### src/rtl/bus_dev_port.sv
// ---------------------------------------------------------------------------
// bus_dev_port
//   Device-side endpoint of the shared bus. It sits between a device's host
//   logic and one bus slot.
//   TX path: the host writes packets into a first-word-fall-through FIFO,
//   and the bus drains that FIFO through pndng/D_pop/pop.
//   RX path: the bus delivers packets through push/D_push. Packets addressed
//   to DEV_ID or BCAST are queued for the host, which reads them over a
//   valid/ready interface. All other packets are counted as misroutes and
//   dropped.
//
// Ports
//   clk          : system clock, rising edge
//   reset        : asynchronous active-low reset
//   tx_data      : host packet to send
//   tx_valid     : host offers tx_data
//   tx_ready     : TX FIFO not full
//   pndng        : TX FIFO not empty (to bus)
//   D_pop        : TX FIFO head (to bus), masked to 0 while empty
//   pop          : bus consumes the TX head
//   push         : bus delivers D_push
//   D_push       : packet from bus
//   rx_data      : RX FIFO head, masked to 0 while empty
//   rx_valid     : RX FIFO not empty
//   rx_ready     : host consumes the RX head
//   tx_count     : TX occupancy
//   rx_count     : RX occupancy
//   rx_overflow  : sticky, an accepted-ID packet was dropped because RX was full
//   misroute_cnt : saturating count of pushes for other devices
// ---------------------------------------------------------------------------
module bus_dev_port #(
    parameter int unsigned PCKG_SZ = 16,
    parameter int unsigned DEPTH   = 8,
    parameter logic [7:0]  DEV_ID  = 8'h00,
    parameter logic [7:0]  BCAST   = 8'hFF,
    localparam int unsigned CW     = $clog2(DEPTH + 1)
) (
    input  logic               clk,
    input  logic               reset,
    input  logic [PCKG_SZ-1:0] tx_data,
    input  logic               tx_valid,
    output logic               tx_ready,
    output logic               pndng,
    output logic [PCKG_SZ-1:0] D_pop,
    input  logic               pop,
    input  logic               push,
    input  logic [PCKG_SZ-1:0] D_push,
    output logic [PCKG_SZ-1:0] rx_data,
    output logic               rx_valid,
    input  logic               rx_ready,
    output logic [CW-1:0]      tx_count,
    output logic [CW-1:0]      rx_count,
    output logic               rx_overflow,
    output logic [7:0]         misroute_cnt
);

    localparam int unsigned AW = $clog2(DEPTH);
    localparam logic [CW-1:0] FULL_CNT = CW'(DEPTH);

    // ---------------- TX FIFO ----------------
    logic [PCKG_SZ-1:0] tx_mem_q [DEPTH];
    logic [AW-1:0]      tx_wr_ptr_q, tx_wr_ptr_d;
    logic [AW-1:0]      tx_rd_ptr_q, tx_rd_ptr_d;
    logic [CW-1:0]      tx_count_q, tx_count_d;
    logic               tx_wr, tx_rd;

    // ---------------- RX FIFO ----------------
    logic [PCKG_SZ-1:0] rx_mem_q [DEPTH];
    logic [AW-1:0]      rx_wr_ptr_q, rx_wr_ptr_d;
    logic [AW-1:0]      rx_rd_ptr_q, rx_rd_ptr_d;
    logic [CW-1:0]      rx_count_q, rx_count_d;
    logic               rx_wr, rx_rd;
    logic               rx_overflow_q, rx_overflow_d;
    logic [7:0]         misroute_q, misroute_d;

    logic [7:0]         dst;
    logic               dst_ok;

    // Status flags are decoded only from the registered counts. None of
    // them depends combinationally on pop, push or rx_ready.
    assign tx_ready = (tx_count_q != FULL_CNT);
    assign pndng    = (tx_count_q != '0);
    assign rx_valid = (rx_count_q != '0);

    // Storage is not cleared on reset, so the heads are masked while the
    // FIFO is empty. Because the counts reset asynchronously, the masking
    // also takes effect asynchronously.
    assign D_pop   = pndng    ? tx_mem_q[tx_rd_ptr_q] : '0;
    assign rx_data = rx_valid ? rx_mem_q[rx_rd_ptr_q] : '0;

    assign tx_count     = tx_count_q;
    assign rx_count     = rx_count_q;
    assign rx_overflow  = rx_overflow_q;
    assign misroute_cnt = misroute_q;

    assign dst    = D_push[PCKG_SZ-1 -: 8];
    assign dst_ok = (dst == DEV_ID) || (dst == BCAST);

    assign tx_wr = tx_valid && tx_ready;
    assign tx_rd = pop && pndng;
    assign rx_rd = rx_valid && rx_ready;
    // When RX is full, a host read in the same cycle frees the slot that
    // the incoming packet lands in.
    assign rx_wr = push && dst_ok && ((rx_count_q != FULL_CNT) || rx_rd);

    always_comb begin
        tx_wr_ptr_d   = tx_wr_ptr_q;
        tx_rd_ptr_d   = tx_rd_ptr_q;
        tx_count_d    = tx_count_q;
        rx_wr_ptr_d   = rx_wr_ptr_q;
        rx_rd_ptr_d   = rx_rd_ptr_q;
        rx_count_d    = rx_count_q;
        rx_overflow_d = rx_overflow_q;
        misroute_d    = misroute_q;

        if (tx_wr) tx_wr_ptr_d = tx_wr_ptr_q + AW'(1);
        if (tx_rd) tx_rd_ptr_d = tx_rd_ptr_q + AW'(1);
        if (tx_wr && !tx_rd) tx_count_d = tx_count_q + CW'(1);
        else if (!tx_wr && tx_rd) tx_count_d = tx_count_q - CW'(1);

        if (rx_wr) rx_wr_ptr_d = rx_wr_ptr_q + AW'(1);
        if (rx_rd) rx_rd_ptr_d = rx_rd_ptr_q + AW'(1);
        if (rx_wr && !rx_rd) rx_count_d = rx_count_q + CW'(1);
        else if (!rx_wr && rx_rd) rx_count_d = rx_count_q - CW'(1);

        if (push && dst_ok && !rx_wr) rx_overflow_d = 1'b1;
        if (push && !dst_ok && (misroute_q != 8'hFF)) misroute_d = misroute_q + 8'd1;
    end

    always_ff @(posedge clk or negedge reset) begin
        if (!reset) begin
            tx_wr_ptr_q   <= '0;
            tx_rd_ptr_q   <= '0;
            tx_count_q    <= '0;
            rx_wr_ptr_q   <= '0;
            rx_rd_ptr_q   <= '0;
            rx_count_q    <= '0;
            rx_overflow_q <= 1'b0;
            misroute_q    <= '0;
        end else begin
            tx_wr_ptr_q   <= tx_wr_ptr_d;
            tx_rd_ptr_q   <= tx_rd_ptr_d;
            tx_count_q    <= tx_count_d;
            rx_wr_ptr_q   <= rx_wr_ptr_d;
            rx_rd_ptr_q   <= rx_rd_ptr_d;
            rx_count_q    <= rx_count_d;
            rx_overflow_q <= rx_overflow_d;
            misroute_q    <= misroute_d;
        end
    end

    // The storage arrays have no reset. Emptiness is tracked by the counts.
    always_ff @(posedge clk) begin
        if (tx_wr) tx_mem_q[tx_wr_ptr_q] <= tx_data;
        if (rx_wr) rx_mem_q[rx_wr_ptr_q] <= D_push;
    end

endmodule

### config.mk
export PLATFORM = sky130hd
export DESIGN_NAME = bus_dev_port
export DESIGN_NICKNAME = d
export VERILOG_FILES = /design/src/rtl/bus_dev_port.sv
export SDC_FILE = /design/constraint.sdc
export NUM_CORES = 1
export LEC_CHECK = 0
export CAP_MARGIN = 20
export CORE_MARGIN = 4
export CORE_UTILIZATION = 58
export DETAILED_ROUTE_END_ITERATION = 6
export GPL_TIMING_DRIVEN = 0
export HOLD_SLACK_MARGIN = 0.06
export PLACE_DENSITY = 0.79
export SYNTH_ARGS = -nofsm -noshare
export SYNTH_HDL_FRONTEND = slang
export SYNTH_SLANG_ARGS = --single-unit
### constraint.sdc
create_clock -name clk -period 4 [get_ports clk]
set_input_delay 0.4 -clock clk [delete_from_list [all_inputs] [get_ports clk]]
set_output_delay 0.4 -clock clk [all_outputs]
set_load 0.02 [all_outputs]
# == Yosys cells after proc, flatten, opt, wreduce, memory -nomap -nowiden ==
# Memories as Yosys holds them, arrays and structs flattened.
# Cells that the tools add are included.
# totals
regBits,29
latch_bits,0
ramBits,256
rom_bits,0
input_bits,38
elab_cells,57
n_memories,2
# op_classes
addsub,9
mul,0
div,0
n_lt_le_gt_ge,0
eq_ne,4
shift,0
mux,10
bitwise_logic,0
reduce_logical,24
# memory_table
name,depth,word_bits,read_ports,rd_clocked_by_memory_dff,wr,line_no,text
rx_mem_q,8,16,1,0,1,68,logic [PCKG_SZ-1:0] rx_mem_q [DEPTH];
tx_mem_q,8,16,1,0,1,61,logic [PCKG_SZ-1:0] tx_mem_q [DEPTH];
# ops
cell,count
$mux W16,2
$mux W4,4
$add A3 B1 Y3 const B,4
$logic_and A1 B1 Y1,12
$add A4 B1 Y4 const B,2
$add A8 B1 Y8 const B,1
$eq A8 B8 Y1 const B,1
$logic_not A8 Y1,1
$ne A4 B4 Y1 const B,2
$ne A8 B8 Y1 const B,1
$reduce_bool A4 Y1,2
$sub A4 B1 Y4 const B,2
$logic_not A1 Y1,5
$mux W1,4
$reduce_bool A2 Y1,2
$logic_or A1 B1 Y1,2

# == Longest topological paths before layout ==
# Gate-level depths: netlist of the first run.
# logic_depth
depth_word,8
mapped_depth,14
depth_no_buf,13

# == Worst setup path before layout of the first run ==
# No wires, ideal clock.
# synth_path
path_type,in2reg
from,in D_push[8]
to,"mem rx_mem_q[4][0], enable pin"
setup_time_ns,0.436
arrival_ns,3.028
required_ns,3.564
setup_slack_ns,0.535
cell_stages,6
path_buffers,1
cell_sequence,nor4_2 nand2_1 and2_4 buf_6 or2_4 nor4b_1
# synth_via
elab_chain_cells,6
word_cells_on_any_way,7
# synth_rtl
element,line_no,text
from (decl),47,"input logic [PCKG_SZ-1:0] D_push,"
$eq A8 B8 Y1 / $logic_not A8 Y1 (equally long branches),97,assign dst_ok = (dst == DEV_ID) || (dst == BCAST);
$logic_or A1 B1 Y1 (*),97,
$logic_and A1 B1 Y1 (*) (2 in a row),104,assign rx_wr = push && dst_ok && ((rx_count_q != FULL_CNT) || rx_rd);
$mux W1 (*),155,if (rx_wr) rx_mem_q[rx_wr_ptr_q] <= D_push;
$mux W1 (implied by the code) (*),155,
to (decl),68,
# Every way passes the cells marked *; elsewhere a longest branch is shown, timed or not.

# == Worst setup path after layout of the first run ==
# layout_path
from,reg tx_rd_ptr_q[1]
to,out D_pop[14]
# layout_via
elab_chain_cells,2
# layout_rtl
element,line_no,text
from (decl),63,"logic [AW-1:0] tx_rd_ptr_q, tx_rd_ptr_d;"
from (signal assigned),142,tx_rd_ptr_q <= tx_rd_ptr_d;
$mem_v2 Z8 W16,n/a,
$mux W16,88,assign D_pop = pndng ? tx_mem_q[tx_rd_ptr_q] : '0;
to (decl),44,"output logic [PCKG_SZ-1:0] D_pop,"
# Every way passes these cells.

==> results of run 1 <==
## cells by family (layout without fill, tap and decap cells)
kind of cell	Yosys count	count (layout)	synth area share, %
AO/OA/AOI/OAI	10	10	0.540
adder cells (fa/ha/maj)	13	13	1.57
AND/OR/NAND/NOR	98	98	4.44
multiplexers	104	104	16.3
XOR/XNOR	21	21	1.62
buffers and inverters	35	197	1.38
flip-flops	285	285	74.1
## final cells by class
class / count / area (um2) / share of cell area [%]
clock buffer: 39 / 773 / 5.61
tap: 260 / 325 / 2.36
timing repair buffer: 110 / 1150 / 8.36
clock inverter: 13 / 120 / 0.871
buffer: 27 / 121 / 0.880
multi-input combinational: 246 / 2850 / 20.6
inverter: 8 / 35.0 / 0.254
sequential: 285 / 8410 / 61.0
## synth_stat cells (all sizes together) (7+ instances only)
cell type and instances:
clkbuf 12, nand3 8, ha 11, mux2i 33, dfrtp 29, nand2 13
xnor2 16, edfxtp 256, mux2 7, nor2 45, buf 15, mux4 64
inv 8
## sequential cells by signal, indices dropped and copies added (netlist names)
signal	cells
misroute_cnt	8
rx_wr_ptr_q	3
rx_count	4
rx_rd_ptr_q	3
rx_overflow	1
tx_count	4
tx_mem_q	128
tx_wr_ptr_q	3
tx_rd_ptr_q	3
rx_mem_q	128
## per-layer routing
layer	global-route usage, %	vias up	wire, um
li1	-	2540	-
met1	28.6	2995	8960
met2	38.3	226	12300
met3	3.59	49	1320
met4	7.02	2	605
met5	0	-	13
## power breakdown
group	internal, W	switching [W]	leakage [nW]
clock	0.00148	0.00106	0.432
combinational	0.00179	0.00193	1.61
sequential	0.00358	0.000211	2.66
## placed cells by master, fill, tap and decap left out, types with 8 or more instances in the layout
cell type / synthesis / final
dfrtp_1: 29 / 29
nand2_1: 12 / 12
nor2_2: 1 / 8
buf_8: 0 / 10
mux4_2: 64 / 64
nor2_1: 44 / 37
ha_1: 11 / 11
clkbuf_16: 0 / 29
nand3_1: 8 / 8
clkbuf_1: 12 / 21
xnor2_1: 16 / 16
edfxtp_1: 256 / 256
mux2i_1: 33 / 33
buf_2: 10 / 10
buf_4: 0 / 8
clkdlybuf4s50_1: 0 / 88
## worst reg2reg max path: stages, from the launching register on
cell     delay [ns]
dfrtp_1        0.46
or3_1          0.45
nor2_2         0.39
inv_1          0.16
nand2_1        0.18
ha_1           0.22
inv_1          0.10
ha_1           0.28
a21o_1         0.18
a21oi_1        0.17
xnor2_1        0.15
nor2_1         0.08
xor2_1         0.15
## how the worst max path moves through the flow
| stage | end | slack (ns) |
|---|---|---|
| after floorplan | rx_mem_q[4][0] | 0.54 |
| after global placement | rx_mem_q[1][6] | -1.92 |
| after detailed placement | rx_mem_q[4][7] | 0.41 |
| after CTS | D_pop[14] | 0.48 |
| after global routing | D_pop[14] | 0.36 |
| final | D_pop[14] | 0.49 |
## metrics by stage
step	cells	area [um2]	setup TNS, ns
3_5_place_dp	936	12900	0
2_1_floorplan	566	11300	0
5_1_grt	988	13800	0
6_report	988	13800	0
3_3_place_gp	914	12600	-103.56
4_1_cts	988	13800	0
==> impl_metrics.py, run 1 <==
metrics = {
    "outcome": {
        "status": "complete, no violations",
    },
    "grt": {
        "antenna_found_initial": 1,
        "grt_overflow_total": 0,
        "grt_max_degree": 17,
        "grt_pass1_vias": 6309,
        "grt_pass1_wl_mm": 36.4,
        "grtUsageTotal_pct": 21.9,
    },
    "floorplan": {
        "die-area_um2": 21900,
        "rows": 50,
        "initial_core_util_pct": 59.9,
        "core_um2": 19000,
        "die_h_um": 148,
        "num_io_pins": 90,
        "dieWidth_um": 148,
    },
    "logic_synthesis": {
        "synth_seq_cells": 285,
        "ys_async_sr_fraction_pct": 10.2,
        "yosysTopAreaCellShare_pct": 67.7,
        "synthDistinctLibCells": 39,
        "syn_area_um2": 11300,
        "synth-edff-count": 256,
        "synth-seq-area-share_pct": 74.1,
        "syn_nets": 617,
        "synthTopCellsByArea": "edfxtp_1 (68%), mux4_2 (13%), dfrtp_1 (6.4%)",
        "synth.avg_cell_area_um2": 20.0,
        "synth_area_leader_cell": "edfxtp_1",
        "synth_flop_cell": "edfxtp_1",
        "postSynthCellCount": 566,
        "yosysWarnings": 0,
    },
    "worst_hold_path": {
        "min-delay-start": "push",
        "holdPathStages": 3,
        "whs_endpoint": "rx_overflow",
        "hold_class": "in2reg",
    },
    "power": {
        "p_per_area_nw_per_um2": 728,
        "finalPower_w": 0.0100,
        "peakVddDrop_uv": 564,
        "p_leak_nw": 4.70,
    },
    "clock_tree": {
        "worstSkewPairLatency_ns": 0.53,
        "postCtsSetupRepairBufs": 0,
        "cts_sinks": 285,
        "cts_max_level": 1,
        "cts_tree": "done",
        "cts_root_buf": "clkbuf_16",
        "cts-resized-gates": 0,
        "cts_buffers": 28,
        "cts.reportedPaths.clkPinSlew_ns": 0.06,
        "cts_hold_buffers": 0,
        "cts_max_path_buffers": 3,
    },
    "worst_setup_path": {
        "cp_top_family": "buffers and inverters",
        "timing.rr.start": "rx_count[1]",
        "cp_slowest_cell": "clkdlybuf4s50_1",
        "worst_setup_path_end_kind": "primary output",
        "critPathLaunch": "tx_rd_ptr_q[1]",
        "critPathLaunchType": "flop",
        "cp_cell_sequence": "clkbuf_1 -> clkbuf_1 -> mux4_2 -> mux2i_1 -> nor2_1 -> clkdlybuf4s50_1",
        "crit_cells": 6,
        "r2r_setup_slack_ns": 0.92,
        "critPathMostFrequentCell": "clkbuf_1",
        "cp.required_ns": 3.60,
        "r2r_end": "rx_count[3]",
        "max_stage_delay_ns": 0.65,
        "rr_worst_depth": 12,
        "crit_buf_inv": 3,
        "cp_max_fo": 10,
        "worstSetupPathType": "reg2out",
        "arrival_ns": 3.11,
    },
    "timing": {
        "fin_worst_skew_ns": 0.00993,
        "hold_viol": 0,
        "slew_headroom_pct": 31.9,
        "whs_ns": 0.274,
        "max_freq_mhz": 285,
        "setup_viol": 0,
        "rsz0062_at_grt": "no",
        "finalCritPeriodShare_pct": 87.7,
        "post-route-min-period_ns": 3.51,
        "worst_slack_ns": 0.491,
        "worstMarginPinSlew_ns": 1.02,
        "drv_slew": 0,
    },
    "finish": {
        "num_antenna_cells": 0,
        "nets": 757,
        "fin_util_pct": 72.7,
        "n_fill_cell": 1104,
        "layout-drive-gt1-share_pct": 23.4,
        "area_growth_pct": 21.5,
    },
    "place": {
        "dpl.hpwl_mm": 15.4,
        "numPortBuffers": 88,
        "pre_cts_slack_ns": 0.410,
        "gp_congestion": 0.777,
    },
    "route": {
        "drcViolationCount": 0,
        "wl_per_cell_um": 23.5,
        "vias": 5812,
        "route.antenna.remaining_nets": 0,
        "drt_first_pass_iters": 5,
        "via_per_inst": 5.88,
        "routed_wl_mm": 23.2,
        "drt-initial-drc-count": 406,
    },
    "flow_run": {
        "maxCapViolations": 0,
    },
}
No activity file was read; power rests on OpenSTA's default activity.
==> run 2, diff against run 1 <==
--- a/config.mk
+++ b/config.mk
@@ -5,7 +5,7 @@
 export SDC_FILE = /design/constraint.sdc
 export NUM_CORES = 1
 export LEC_CHECK = 0
-export CAP_MARGIN = 20
+export CAP_MARGIN = 10
 export CORE_MARGIN = 4
 export CORE_UTILIZATION = 58
 export DETAILED_ROUTE_END_ITERATION = 6
==> constraint.sdc (replaced) <==
create_clock -name clk -period 3.85 [get_ports clk]
set_input_delay 0.385 -clock clk [delete_from_list [all_inputs] [get_ports clk]]
set_output_delay 0.385 -clock clk [all_outputs]
set_load 0.02 [all_outputs]
==> run 2 against run 1 <==
Via count is essentially flat. Critical path depth is the same. Utilization grew 0.30 points. Non-clock buffer count is the same. First-iteration DRC count grew 13%. Global-route usage shrank 0.25 points.
==> impl_metrics.py, run 2 (synthesis results as in run 1) <==
metrics = {
    "timing": {
        "max_freq_mhz": 287,
        "rsz0062_at_grt": "no",
        "finalCritPeriodShare_pct": 90.5,
        "worst_slack_ns": 0.367,
        "drv_slew": 0,
        "hold_viol": 0,
        "fin_worst_skew_ns": 0.0143,
        "post-route-min-period_ns": 3.48,
        "slew_headroom_pct": 34.0,
        "worstMarginPinSlew_ns": 0.988,
        "setup_viol": 0,
    },
    "power": {
        "seq_power_share_pct": 37.4,
        "finalPower_w": 0.0105,
        "swShare_pct": 31.5,
        "p_int_w": 0.00722,
        "p_leak_nw": 4.71,
        "p_sw_w": 0.00332,
        "combPwrFrac_pct": 36.5,
        "p_clk_share_pct": 26.1,
        "p_per_area_nw_per_um2": 761,
        "peakVddDrop_uv": 670,
    },
    "finish": {
        "mostFrequentLayoutCell": "edfxtp_1",
        "nets": 757,
        "n_fill_cell": 1071,
        "num_antenna_cells": 0,
        "stdcell_area_um2": 13800,
        "area_growth_pct": 22.0,
        "final_cell_mix": "edfxtp_1 (256), clkdlybuf4s50_1 (88), mux4_2 (64)",
        "fin_util_pct": 73.0,
        "layout-drive-gt1-share_pct": 23.8,
    },
    "place": {
        "dpl.hpwl_mm": 15.4,
        "pre_cts_slack_ns": 0.280,
        "gp_congestion": 0.777,
        "numPortBuffers": 88,
        "placed_area_um2": 12900,
    },
    "grt": {
        "grt_pass1_wl_mm": 36.1,
        "grt_pass1_vias": 6261,
        "antenna_found_initial": 0,
        "grtUsageTotal_pct": 21.7,
        "grt_max_degree": 17,
        "grt_overflow_total": 0,
    },
    "worst_setup_path": {
        "cp_cell_sequence": "clkbuf_1 -> clkbuf_1 -> mux4_2 -> mux2i_1 -> nor2_1 -> clkdlybuf4s50_1",
        "critPathMostFrequentCell": "clkbuf_1",
        "cp.required_ns": 3.46,
        "worstSetupPathType": "reg2out",
        "critPathLaunchType": "flop",
        "worst_setup_path_end_kind": "primary output",
        "max_stage_delay_ns": 0.65,
        "cp_slowest_cell": "clkbuf_1",
        "cp_max_fo": 10,
        "arrival_ns": 3.10,
    },
    "clock_tree": {
        "cts_root_buf": "clkbuf_16",
        "worstSkewPairLatency_ns": 0.53,
        "cts_max_level": 1,
        "cts.reportedPaths.clkPinSlew_ns": 0.06,
        "cts_max_path_buffers": 3,
        "cts_sinks": 285,
        "postCtsSetupRepairBufs": 0,
        "cts_buffers": 28,
        "cts_tree": "done",
        "cts-resized-gates": 0,
        "cts_hold_buffers": 0,
    },
    "floorplan": {
        "num_io_pins": 90,
        "dieWidth_um": 148,
        "die-area_um2": 21900,
        "die_h_um": 148,
        "initial_core_util_pct": 59.9,
        "core_um2": 19000,
        "rows": 50,
    },
    "route": {
        "route.antenna.remaining_nets": 0,
        "wl_per_cell_um": 23.4,
        "via_per_inst": 5.89,
        "vias": 5817,
        "routed_wl_mm": 23.1,
        "drt-initial-drc-count": 458,
        "drt_first_pass_iters": 5,
        "drcViolationCount": 0,
    },
    "flow_run": {
        "maxCapViolations": 0,
    },
    "outcome": {
        "status": "complete, no violations",
    },
    "worst_hold_path": {
        "hold_class": "in2reg",
    },
}
[run 2: cell count changes in the layout (fill, tap and decap cells not counted), sizes merged]
cell,delta
clkbuf,-8
clkinvlp,+3
bufinv,+2
clkinv,+3
[run 2: power groups by stage]
stage	registers (W)	logic, W	clock network [W]
after floorplan	0.00404	0.00229	0
after global placement	0.00396	0.00369	0
after detailed placement	0.00399	0.00386	0
after CTS	0.00393	0.00390	0.00279
after global routing	0.00397	0.00413	0.00294
final	0.00394	0.00385	0.00276
[run 2: cell type report]
cell class | count | area, um2 | share of cell area (%)
clock inverter | 21 | 216 | 1.56
multi-input combinational | 246 | 2850 | 20.6
timing repair buffer | 110 | 1150 | 8.32
clock buffer | 31 | 733 | 5.30
buffer | 27 | 121 | 0.877
tap | 260 | 325 | 2.35
inverter | 8 | 35.0 | 0.253
sequential | 285 | 8410 | 60.8
[run 2: worst paths after layout]
| path | from | endpoint | slack [ns] | depth (start not counted) |
|---|---|---|---|---|
| setup / recovery | rx_rd_ptr_q[1] | rx_data[1] | 0.37 | 6 |
| hold / removal | push | rx_overflow | 0.26 | 3 |
| setup reg to reg | rx_count[0] | rx_count[3] | 0.76 | 12 |
| hold reg to reg | rx_overflow | rx_overflow | 0.47 | 2 |
| max in group asynchronous | reset | tx_rd_ptr_q[2] | 2.99 | 2 |
| min in group asynchronous | reset | rx_wr_ptr_q[0] | 0.30 | 1 |
[run 2: worst max-delay path, delay by kind of cell, from the launching register on]
kind / cells / cell delay (ns)
muxes: 2 / 0.65
buffers and inverters: 3 / 1.48
DFF: 1 / 0.38
and+or+nand+nor: 1 / 0.06
[run 2: metal layers]
layer  up-vias  part of all wire [%]  GRT usage, %
li1       2543                     -             -
met1      3038                    39          28.2
met2       203                    53          38.7
met3        33                   5.7          3.65
met4         0                   1.9          5.40
met5         -                     0             0
[run 2: through the flow]
stage	instances	hold WS, ns	setup TNS (ns)
after floorplan	566	0.0894	0
after global placement	914	0.445	-114.69
after detailed placement	936	0.458	0
after CTS	988	0.253	0
after global routing	988	0.313	0
final	988	0.257	0
==> run 3, diff against run 2 <==
--- a/config.mk
+++ b/config.mk
@@ -9,6 +9,7 @@
 export CORE_MARGIN = 4
 export CORE_UTILIZATION = 58
 export DETAILED_ROUTE_END_ITERATION = 6
+export GPL_ROUTABILITY_DRIVEN = 0
 export GPL_TIMING_DRIVEN = 0
 export HOLD_SLACK_MARGIN = 0.06
 export PLACE_DENSITY = 0.79
==> results of run 3 <==
No change in the layout: final DEF, timing and power equal those of run 2.
